--- src/rtl/hdr_ddr_target_rx.sv ---
// +--------------------------------------------------------------------------+
// | hdr_ddr_target_rx : HDR-DDR target receive word decoder and pattern det  |
// | Revision 1.0 - initial release                                          |
// +--------------------------------------------------------------------------+
`default_nettype none

module hdr_ddr_target_rx (
  input  logic        i_sys_clk,
  input  logic        i_sys_rst_n,
  input  logic        i_hdr_en,
  input  logic        i_scl,
  input  logic        i_sda,
  output logic        o_word_valid,
  output logic [1:0]  o_word_type,
  output logic [15:0] o_payload,
  output logic        o_rnw,
  output logic [6:0]  o_cmd_code,
  output logic [6:0]  o_target_addr,
  output logic        o_parity_err,
  output logic        o_preamble_err,
  output logic        o_crc_err,
  output logic        o_restart_det,
  output logic        o_exit_det,
  output logic        o_busy
);

  typedef enum logic [2:0] {
    S_IDLE         = 3'd0,
    S_PREAMBLE     = 3'd1,
    S_PAYLOAD      = 3'd2,
    S_PARITY       = 3'd3,
    S_CRC          = 3'd4,
    S_WAIT_PATTERN = 3'd5
  } state_t;

  localparam logic [1:0] TYPE_CMD  = 2'b00;
  localparam logic [1:0] TYPE_DATA = 2'b01;
  localparam logic [1:0] TYPE_CRC  = 2'b10;
  localparam logic [4:0] CRC_SEED  = 5'h1F;
  localparam logic [3:0] CRC_TOKEN = 4'hC;

  state_t      state_q, state_d;
  logic        scl_q, sda_q;
  logic [2:0]  pat_cnt_q, pat_cnt_d;
  logic [3:0]  bit_cnt_q, bit_cnt_d;
  logic        pre_q, pre_d;
  logic [15:0] shift_q, shift_d;
  logic        pa1_q, pa1_d;
  logic        is_data_q, is_data_d;
  logic        cmd_exp_q, cmd_exp_d;
  logic [4:0]  crc_q, crc_d;
  logic        valid_q, valid_d;
  logic [1:0]  type_q, type_d;
  logic [15:0] payload_q, payload_d;
  logic        rnw_q, rnw_d;
  logic [6:0]  code_q, code_d;
  logic [6:0]  addr_q, addr_d;
  logic        perr_q, perr_d;
  logic        pre_err_q, pre_err_d;
  logic        crc_err_q, crc_err_d;
  logic        restart_q, restart_d;
  logic        exit_q, exit_d;

  logic scl_edge, scl_rise, sda_fall, fall_counted;
  logic exp_pa1, exp_pa0, word_perr;

  assign scl_edge     = i_scl ^ scl_q;
  assign scl_rise     = scl_edge & i_scl;
  assign sda_fall     = sda_q & ~i_sda;
  assign fall_counted = ~scl_edge & ~i_scl & sda_fall;
  assign exp_pa1      = ^(shift_q & 16'hAAAA);
  assign exp_pa0      = ~^(shift_q & 16'h5555);

  function automatic logic [4:0] crc5_step(input logic [4:0] c, input logic b);
    logic fb;
    fb = c[4] ^ b;
    return {c[3], c[2], c[1] ^ fb, c[0], fb};
  endfunction

  always_comb begin
    state_d   = state_q;
    pat_cnt_d = pat_cnt_q;
    bit_cnt_d = bit_cnt_q;
    pre_d     = pre_q;
    shift_d   = shift_q;
    pa1_d     = pa1_q;
    is_data_d = is_data_q;
    cmd_exp_d = cmd_exp_q;
    crc_d     = crc_q;
    type_d    = type_q;
    payload_d = payload_q;
    rnw_d     = rnw_q;
    code_d    = code_q;
    addr_d    = addr_q;
    valid_d   = 1'b0;
    perr_d    = 1'b0;
    pre_err_d = 1'b0;
    crc_err_d = 1'b0;
    restart_d = 1'b0;
    exit_d    = 1'b0;
    word_perr = (pa1_q != exp_pa1) || (i_sda != exp_pa0);

    if (!i_hdr_en) begin
      state_d   = S_IDLE;
      pat_cnt_d = 3'd0;
      bit_cnt_d = 4'd0;
    end else if (state_q == S_IDLE) begin
      state_d   = S_PREAMBLE;
      cmd_exp_d = 1'b1;
      pat_cnt_d = 3'd0;
      bit_cnt_d = 4'd0;
    end else begin
      if (scl_edge) begin
        pat_cnt_d = 3'd0;
      end else if (fall_counted) begin
        pat_cnt_d = pat_cnt_q + 3'd1;
      end

      // Bus patterns override whatever the current edge would have captured
      if (fall_counted && (pat_cnt_q == 3'd3)) begin
        exit_d    = 1'b1;
        state_d   = S_IDLE;
        pat_cnt_d = 3'd0;
        bit_cnt_d = 4'd0;
      end else if (scl_rise && i_sda && (pat_cnt_q >= 3'd2)) begin
        restart_d = 1'b1;
        state_d   = S_PREAMBLE;
        cmd_exp_d = 1'b1;
        bit_cnt_d = 4'd0;
      end else if (scl_edge) begin
        case (state_q)
          S_PREAMBLE: begin
            if (bit_cnt_q == 4'd0) begin
              pre_d     = i_sda;
              bit_cnt_d = 4'd1;
            end else begin
              bit_cnt_d = 4'd0;
              if (cmd_exp_q) begin
                if ({pre_q, i_sda} == 2'b01) begin
                  state_d   = S_PAYLOAD;
                  is_data_d = 1'b0;
                end else begin
                  pre_err_d = 1'b1;
                  state_d   = S_WAIT_PATTERN;
                end
              end else begin
                case ({pre_q, i_sda})
                  2'b10: begin
                    state_d   = S_PAYLOAD;
                    is_data_d = 1'b1;
                  end
                  2'b01: state_d = S_CRC;
                  default: begin
                    pre_err_d = 1'b1;
                    state_d   = S_WAIT_PATTERN;
                  end
                endcase
              end
            end
          end
          S_PAYLOAD: begin
            shift_d   = {shift_q[14:0], i_sda};
            bit_cnt_d = bit_cnt_q + 4'd1;
            if (is_data_q) begin
              crc_d = crc5_step(crc_q, i_sda);
            end
            if (bit_cnt_q == 4'd15) begin
              bit_cnt_d = 4'd0;
              state_d   = S_PARITY;
            end
          end
          S_PARITY: begin
            if (bit_cnt_q == 4'd0) begin
              pa1_d     = i_sda;
              bit_cnt_d = 4'd1;
            end else begin
              bit_cnt_d = 4'd0;
              valid_d   = 1'b1;
              type_d    = is_data_q ? TYPE_DATA : TYPE_CMD;
              payload_d = shift_q;
              perr_d    = word_perr;
              if (!is_data_q) begin
                rnw_d     = shift_q[15];
                code_d    = shift_q[14:8];
                addr_d    = shift_q[7:1];
                crc_d     = CRC_SEED;
                cmd_exp_d = 1'b0;
              end
              // A read hands SDA to the target transmitter
              if (word_perr || (!is_data_q && shift_q[15])) begin
                state_d = S_WAIT_PATTERN;
              end else begin
                state_d = S_PREAMBLE;
              end
            end
          end
          S_CRC: begin
            shift_d   = {shift_q[14:0], i_sda};
            bit_cnt_d = bit_cnt_q + 4'd1;
            if (bit_cnt_q == 4'd8) begin
              bit_cnt_d = 4'd0;
              valid_d   = 1'b1;
              type_d    = TYPE_CRC;
              payload_d = {7'd0, shift_q[7:0], i_sda};
              crc_err_d = (shift_q[7:4] != CRC_TOKEN) || ({shift_q[3:0], i_sda} != crc_q);
              state_d   = S_WAIT_PATTERN;
            end
          end
          default: ;
        endcase
      end
    end
  end

  always_ff @(posedge i_sys_clk or negedge i_sys_rst_n) begin
    if (!i_sys_rst_n) begin
      state_q   <= S_IDLE;
      scl_q     <= 1'b0;
      sda_q     <= 1'b0;
      pat_cnt_q <= 3'd0;
      bit_cnt_q <= 4'd0;
      pre_q     <= 1'b0;
      shift_q   <= 16'd0;
      pa1_q     <= 1'b0;
      is_data_q <= 1'b0;
      cmd_exp_q <= 1'b0;
      crc_q     <= CRC_SEED;
      valid_q   <= 1'b0;
      type_q    <= 2'b00;
      payload_q <= 16'd0;
      rnw_q     <= 1'b0;
      code_q    <= 7'd0;
      addr_q    <= 7'd0;
      perr_q    <= 1'b0;
      pre_err_q <= 1'b0;
      crc_err_q <= 1'b0;
      restart_q <= 1'b0;
      exit_q    <= 1'b0;
    end else begin
      state_q   <= state_d;
      scl_q     <= i_scl;
      sda_q     <= i_sda;
      pat_cnt_q <= pat_cnt_d;
      bit_cnt_q <= bit_cnt_d;
      pre_q     <= pre_d;
      shift_q   <= shift_d;
      pa1_q     <= pa1_d;
      is_data_q <= is_data_d;
      cmd_exp_q <= cmd_exp_d;
      crc_q     <= crc_d;
      valid_q   <= valid_d;
      type_q    <= type_d;
      payload_q <= payload_d;
      rnw_q     <= rnw_d;
      code_q    <= code_d;
      addr_q    <= addr_d;
      perr_q    <= perr_d;
      pre_err_q <= pre_err_d;
      crc_err_q <= crc_err_d;
      restart_q <= restart_d;
      exit_q    <= exit_d;
    end
  end

  assign o_word_valid   = valid_q;
  assign o_word_type    = type_q;
  assign o_payload      = payload_q;
  assign o_rnw          = rnw_q;
  assign o_cmd_code     = code_q;
  assign o_target_addr  = addr_q;
  assign o_parity_err   = perr_q;
  assign o_preamble_err = pre_err_q;
  assign o_crc_err      = crc_err_q;
  assign o_restart_det  = restart_q;
  assign o_exit_det     = exit_q;
  assign o_busy         = (state_q != S_IDLE);

endmodule

`default_nettype wire

--- config.mk ---
export PLATFORM = sky130hd
export DESIGN_NAME = hdr_ddr_target_rx
export DESIGN_NICKNAME = d
export VERILOG_FILES = /design/src/rtl/hdr_ddr_target_rx.sv
export SDC_FILE = /design/constraint.sdc
export NUM_CORES = 1
export LEC_CHECK = 0
export ABC_AREA = 1
export ABC_CLOCK_PERIOD_IN_PS = 4000
export CAP_MARGIN = 10
export CORE_AREA = 5 5 100 102
export CTS_BUF_LIST = sky130_fd_sc_hd__clkbuf_16
export DETAILED_ROUTE_END_ITERATION = 7
export DIE_AREA = 0 0 105 107
export PLACE_DENSITY = 0.72
export RECOVER_POWER = 25
export SETUP_SLACK_MARGIN = 0.2
export SLEW_MARGIN = 40
export SYNTH_ARGS = -nofsm -noshare
export SYNTH_HDL_FRONTEND = slang
export SYNTH_SLANG_ARGS = --single-unit
--- constraint.sdc ---
create_clock -name i_sys_clk -period 4 [get_ports i_sys_clk]
set_clock_uncertainty 0.2 [all_clocks]
set_input_delay 1 -clock i_sys_clk [delete_from_list [all_inputs] [get_ports i_sys_clk]]
set_output_delay 1 -clock i_sys_clk [all_outputs]
set_load 0.02 [all_outputs]
==> impl_results.md, run 1 <==
- Status: finished with violations
- Violated checks: capacitance limit, slew limit
- Clock Path Buffers: 2
- Vias/cell: 5.07
- Reg clk slew, reported paths: about 60 ps
- Clock sinks: 76
- Crit path kind: primary input to flop
- Routed vias: 3,152
- Synth Area in Compound Gates: 13.3%
- Adder-Cell Fraction of Synth Area: about 2.7%
- Xor/xnor share of the synthesized area: under 10%
- Critical path endpoint: o_payload[7]
- Achievable clock frequency: 0.303 GHz
- Post-Syn Area: between 3000 and 4000 µm²
- Routed length per instance: about 14 µm
- Antenna violations before repair: 0
- Post-synthesis sequential area ratio: 50.6%
- Number of synthesized register bits: 76
- Post-CTS setup buffer count: 0
- # rows: 35
- Max-slew violations: 35
- Lkg Pwr: between 0.002 and 0.0025 µW
- DR DRC count: 0
- Tot Pwr: approximately 2500 µW
- RSZ-0062 raised after global routing: no
- DRT iter0 DRCs: 112
- # nets final: 519
- CTS resizes: 0
- Worst-path fanout max: 20
- CTS buffer count: 9
- Max_cap viols: 1
- Gpl congestion: between 0.8 and 0.9
- Final worst path period share: 82.6%
- PD cells: approximately 540 nW/µm²
- Gate Count Post-Synth: 460
- Synth unique cells: 36
- Actual slew at the worst max-slew pin: between 1500 and 2000 ps
- N_diodes: 0
- Net Count, Synth: ~470
- Most used DFF post-synth: dfrtp_1
- Pre-CTS setup slack: between 300 and 400 ps
- Layout cells sized above 1: between 7 and 8%
- Post-synth EDFFs: 0
- CP Launch Point: i_sda
- Detailed Route WL: around 8400 µm
- Vias in the first global route: roughly 3.1k
- Worst-Skew Late Latency: approximately 340 ps
- First-pass GRT wire length: ~14,000 µm
- CTS Root Cell: clkbuf_16
- Worst endpoint required time: a little over 4000 ps
- Normalized max-slew margin: -31.5%
- Most common cell after layout, fill and taps aside: nand2_1
- DIE HEIGHT: about 110 µm
- Simple-gate share of the synthesized area: 24.7%
- R2R depth: 7
- Ports: 45
- Hold_buf cts: 0
- Worst setup margin: approximately 700 ps
- Critical Path End Type: flop
- Post-route cell area: around 4600 µm²
- CORE AREA: between 9000 and 10,000 µm²
- Dpl hpwl: roughly 6100 µm
- Antenna Nets Post-Route: 0
- Main combinational cell family by area after synthesis: simple AND/OR/NAND/NOR gates
- Die X: 105 µm
- Grt total ovfl: 0
- Synthesis-to-layout area growth: 22.3%
- Overall Global Routing Usage: 15.8%
- Setup TNS: 0 ps
- Largest net degree at the start of global routing: 43
- TritonRoute pass-1 iters: 4
- Port Buf Inserts: 44
- Final-report hold violation count: 0
- R2R setup slack: ~1400 ps
- Worst path arrival time: roughly 3400 ps
- Multiplexer share of the synthesized area: 0.266%
- Crit path launch type: primary input
- Min-delay worst type: flop to flop
- Endpoints failing setup: 0
- H-tree depth: 3
- Reg-to-reg startpoint: state_q[1]
- Initial core utilization: between 40% and 50%
- Placed cell count: ~610
- FFs w/ async S/R, synth: 100%
- Most frequent cells in the layout: 125 x nand2_1, 71 x dfrtp_1, 52 x inv_1
- Worst R2R End: o_payload[7]
- Die ar.: ~11,000 µm²
- CTS tree: yes
- Layout Cells excl Fill: a little over 600
- Avg Inst Size Synth: a little over 8 µm²
- Post-layout min period: roughly 3300 ps
- VDD IR-drop max: 0.263 mV
- Yosys warnings: 0
- Cell Area, Placed: between 4000 and 5000 µm²
[Yosys cell counts (all sizes together), types with 3 or more instances]
library cell | count | area, µm²
dfstp | 5 | 131
o21ai | 61 | 309
a21oi | 13 | 65.1
o21a | 10 | 75.1
buf | 10 | 52.6
ha | 8 | 100
nand4 | 8 | 56.3
dfrtp | 71 | 1780
inv | 55 | 206
nand3 | 27 | 148
nor3 | 5 | 25.0
nor2 | 38 | 171
nand2 | 128 | 498
xnor2 | 4 | 35.0
o22ai | 3 | 18.8
[worst max-delay path, cell delays in order]
cell             delay, ps
clkdlybuf4s50_1        710
inv_2                  150
nand4_2                130
nand2_1                 90
inv_1                  120
nand2_4                 90
nor2_8                 130
nand3_4                190
nand2_1                510
nor2_1                 100
a21oi_1                130
[final cells by class]
class,count,area (µm²)
Clock buffer,9,225
Clock inverter,7,66.3
Fill cell,834,4410
Inverter,55,206
Multi-Input combinational cell,317,1600
Sequential cell,76,1910
Tap cell,111,139
Timing Repair Buffer,47,469
[stage by stage]
stage                     hold slack (ps)  util (%)
after CTS                             293      51.1
after global placement                270      47.9
after detailed placement              278      47.9
after global routing                  312      51.1
final                                 286      51.1
after floorplan                       257         -
[layer usage]
layer	up-vias	wire length [µm]	track usage [%]	part of all wire (%)
li1	1577	-	-	-
met1	1478	3670	19.6	43
met2	88	4180	26.4	49
met3	9	500	4.52	5.9
met4	0	105	5.30	1.2
met5	-	0	0	0
[sequential cells by signal, summed over array words and instances, names as in the netlist, 2 cells and up]
register	flops
bit_cnt_q	4
o_word_type	2
o_target_addr	7
o_payload	16
crc_q	5
o_cmd_code	7
pat_cnt_q	3
state_q	3
shift_q	16
[report_power, final]
part	total, µW	internal [µW]	switching, µW
combinational	769	263	506
clock	795	480	315
sequential	908	846	62.2
total	2470	1590	884
[logic make-up after synthesis]
family	Yosys count
buffers and inverters	67
multiplexers	1
AND/OR/NAND/NOR	211
flip-flops	76
AO/OA/AOI/OAI	91
adder cells (fa/ha/maj)	8
XOR/XNOR	6
[how the worst min path moves through the flow]
stage / startpoint / end / slack [ps] / cells past startpoint
final: o_target_addr[5] / o_target_addr[5] / 290 / 2
after global routing: o_cmd_code[4] / o_cmd_code[4] / 310 / 2
after CTS: o_target_addr[4] / o_target_addr[4] / 290 / 2
after detailed placement: o_target_addr[4] / o_target_addr[4] / 280 / 2
after global placement: pat_cnt_q[0] / pat_cnt_q[0] / 270 / 1
after floorplan: pat_cnt_q[0] / pat_cnt_q[0] / 260 / 1
(Power assumes the default switching activity.)
==> run 2: changes to the inputs <==
- ABC_CLOCK_PERIOD_IN_PS: 4000 -> 2900
- PLACE_DENSITY: 0.72 -> 0.75
- clock period: 4 -> 2.9 ns (I/O delays scaled with it)
==> run 2 against run 1 <==
  * Critical path depth up 2
  * The run now ends clean
  * Largest power group unchanged
  * Clock power grew 43%
  * Largest cell class unchanged
  * Utilization is 1.1 points higher
  * Wire length fell by 2.1%
  * Worst hold slack got worse by 42 ps
  * Count of clock-buffer cells in the layout unchanged
  * Power grew 40%
  * Non-clock buffer count increased by 8
  * Flip-flop and latch count unchanged
==> impl_results.md, run 2 (synthesis gave the netlist of run 1 again) <==
- Status: complete, no violations
- CTS tree: yes
- Max-slew violations: 0
- Port Buf Inserts: 44
- Hold_buf cts: 0
- Internal: 2220 µW
- TritonRoute pass-1 iters: 5
- Final worst path period share: 88.9%
- Lkg Pwr: 0.00218 µW
- CTS Root Cell: clkbuf_16
- Layout Cells excl Fill: 630
- CTS resizes: 0
- Most frequent cells in the layout: 125 x nand2_1, 71 x dfrtp_1, 49 x inv_1
- Detailed Route WL: between 8000 and 9000 µm
- Critical Path, Cell by Cell: dlygate4sd3_1 -> inv_1 -> ha_1 -> nand4_2 -> buf_4 -> inv_1 -> nor2_1 -> nand2_1 -> o21ai_2 -> inv_2 -> o21ai_0 -> nand2_1 -> nor2_1
- Worst endpoint required time: 2970 ps
- Vias/cell: 5.12
- Dpl hpwl: between 5000 and 6000 µm
- Crit path kind: primary input to flop
- Max_cap viols: 0
- Endpoints failing setup: 0
- Min-delay worst type: primary input to asynchronous set/reset pin
- VDD IR-drop max: 0.351 mV
- # rows: 35
- Routed vias: between 3k and 4k
- Logic gate share of total power: ~31%
- Ports: 45
- Antenna violations before repair: 0
- Layout fillers: 789
- Buf+Inv Stages, Crit Path: 5
- Largest net degree at the start of global routing: 64
- Worst path arrival time: between 2000 and 3000 ps
- Vias in the first global route: between 3k and 4k
- Worst path slowest cell: dlygate4sd3_1
- CP Launch Point: i_scl
- Layout cells sized above 1: 10.0%
- Net Sw Frac: 35.8%
- Most common cell after layout, fill and taps aside: nand2_1
- Setup TNS: 0 ps
- Crit path launch type: primary input
- Sequential share of power: a little over a third
- CTS buffer count: 9
- Achievable clock frequency: about 0.39 GHz
- Post-layout min period: about 2600 ps
- First-pass GRT wire length: roughly 15,000 µm
- Routed length per instance: ~13 µm
- R2R depth: 7
- N_diodes: 0
- # nets final: around 530
- RSZ-0062 raised after global routing: no
- Gpl congestion: between 0.8 and 0.9
- Overall Global Routing Usage: approximately 16%
- Synthesis-to-layout area growth: 24.8%
- Critical Path End Type: flop
- Normalized max-slew margin: 42.0%
- Die ar.: ~11,000 µm²
- DR DRC count: 0
- Psw: roughly 1200 µW
- Worst-Skew Late Latency: about 340 ps
- Clk pwr share: ~33%
- Placed cell count: roughly 610
- H-tree depth: 3
- Reg-to-reg startpoint: state_q[2]
- CORE AREA: about 9000 µm²
- R2R setup slack: 730 ps
- Clock Path Buffers: 2
- Final Util: 52.2%
- CP max stage delay: approximately 570 ps
- DIE HEIGHT: 107 µm
- Worst R2R End: crc_q[0]
- Die X: around 110 µm
- Initial core utilization: between 40% and 50%
- Clock sinks: between 70 and 80
- Reg clk slew, reported paths: approximately 60 ps
- Post-CTS setup buffer count: 0
- Cell family with most CP delay: buffers and inverters
- Final-report hold violation count: 0
- Grt total ovfl: 0
- Worst-path fanout max: 7
- Actual slew at the worst max-slew pin: slightly below 900 ps
- DRT iter0 DRCs: 140
- Antenna Nets Post-Route: 0
- PD cells: approximately 740 nW/µm²
- Tot Pwr: approximately 3500 µW
## run 2: changes by cell type in the layout (fill, tap and decap cells not counted)
cell	before	now
buf_4	2	7
inv_1	52	49
buf_12	1	3
clkinvlp_4	1	3
inv_2	4	6
a21oi_1	13	12
a21oi_2	0	1
clkbuf_4	0	1
clkinv_1	2	1
## run 2: worst max path at each step
stage	endpoint	depth (start not counted)	slack, ps
floorplan	o_target_addr[1]	13	630
global placement	bit_cnt_q[3]	11	-4
detailed placement	bit_cnt_q[3]	11	-20
CTS	bit_cnt_q[3]	11	290
global route	bit_cnt_q[3]	12	150
finish	bit_cnt_q[3]	13	320
## run 2: stage by stage
step / hold slack, ps / instance area (µm²) / setup WS, ps
floorplan: 229 / 3770 / 628
global placement: 269 / 4420 / -3.83
detailed placement: 278 / 4420 / -22.1
CTS: 96.0 / 4720 / 295
global route: 300 / 4710 / 147
finish: 244 / 4710 / 321
## run 2: final cells by class
type                            instances  area [µm²]  share of cell area (%)
Multi-Input combinational cell        317        1600                    34.0
Timing Repair Buffer                   55         554                    11.8
Tap cell                              111         139                    2.95
Inverter                               55         206                    4.39
Sequential cell                        76        1910                    40.5
Clock buffer                            9         225                    4.79
Clock inverter                          7        73.8                    1.57
## run 2: power groups by stage
stage / registers [µW] / clock network [µW] / logic [µW]
2_1_floorplan: 1300 / 0 / 705
3_3_place_gp: 1270 / 0 / 1030
3_5_place_dp: 1270 / 0 / 1060
4_1_cts: 1250 / 1160 / 1070
5_1_grt: 1270 / 1210 / 1210
6_report: 1250 / 1140 / 1070
## run 2: layer usage
| metal | track usage (%) | vias up | wire length, µm |
|---|---|---|---|
| li1 | - | 1611 | - |
| met1 | 19.8 | 1497 | 3610 |
| met2 | 25.8 | 99 | 3940 |
| met3 | 4.21 | 20 | 511 |
| met4 | 7.49 | 0 | 215 |
| met5 | 0 | - | 0 |
## run 2: worst register-to-register path, cell delays in order (launching register included)
cell      delay, ps
dfrtp_1         440
nor2_2          200
inv_1           110
nor2_2          340
nand2_1         150
o21ai_0         140
o211ai_2        240
o21ai_0         260
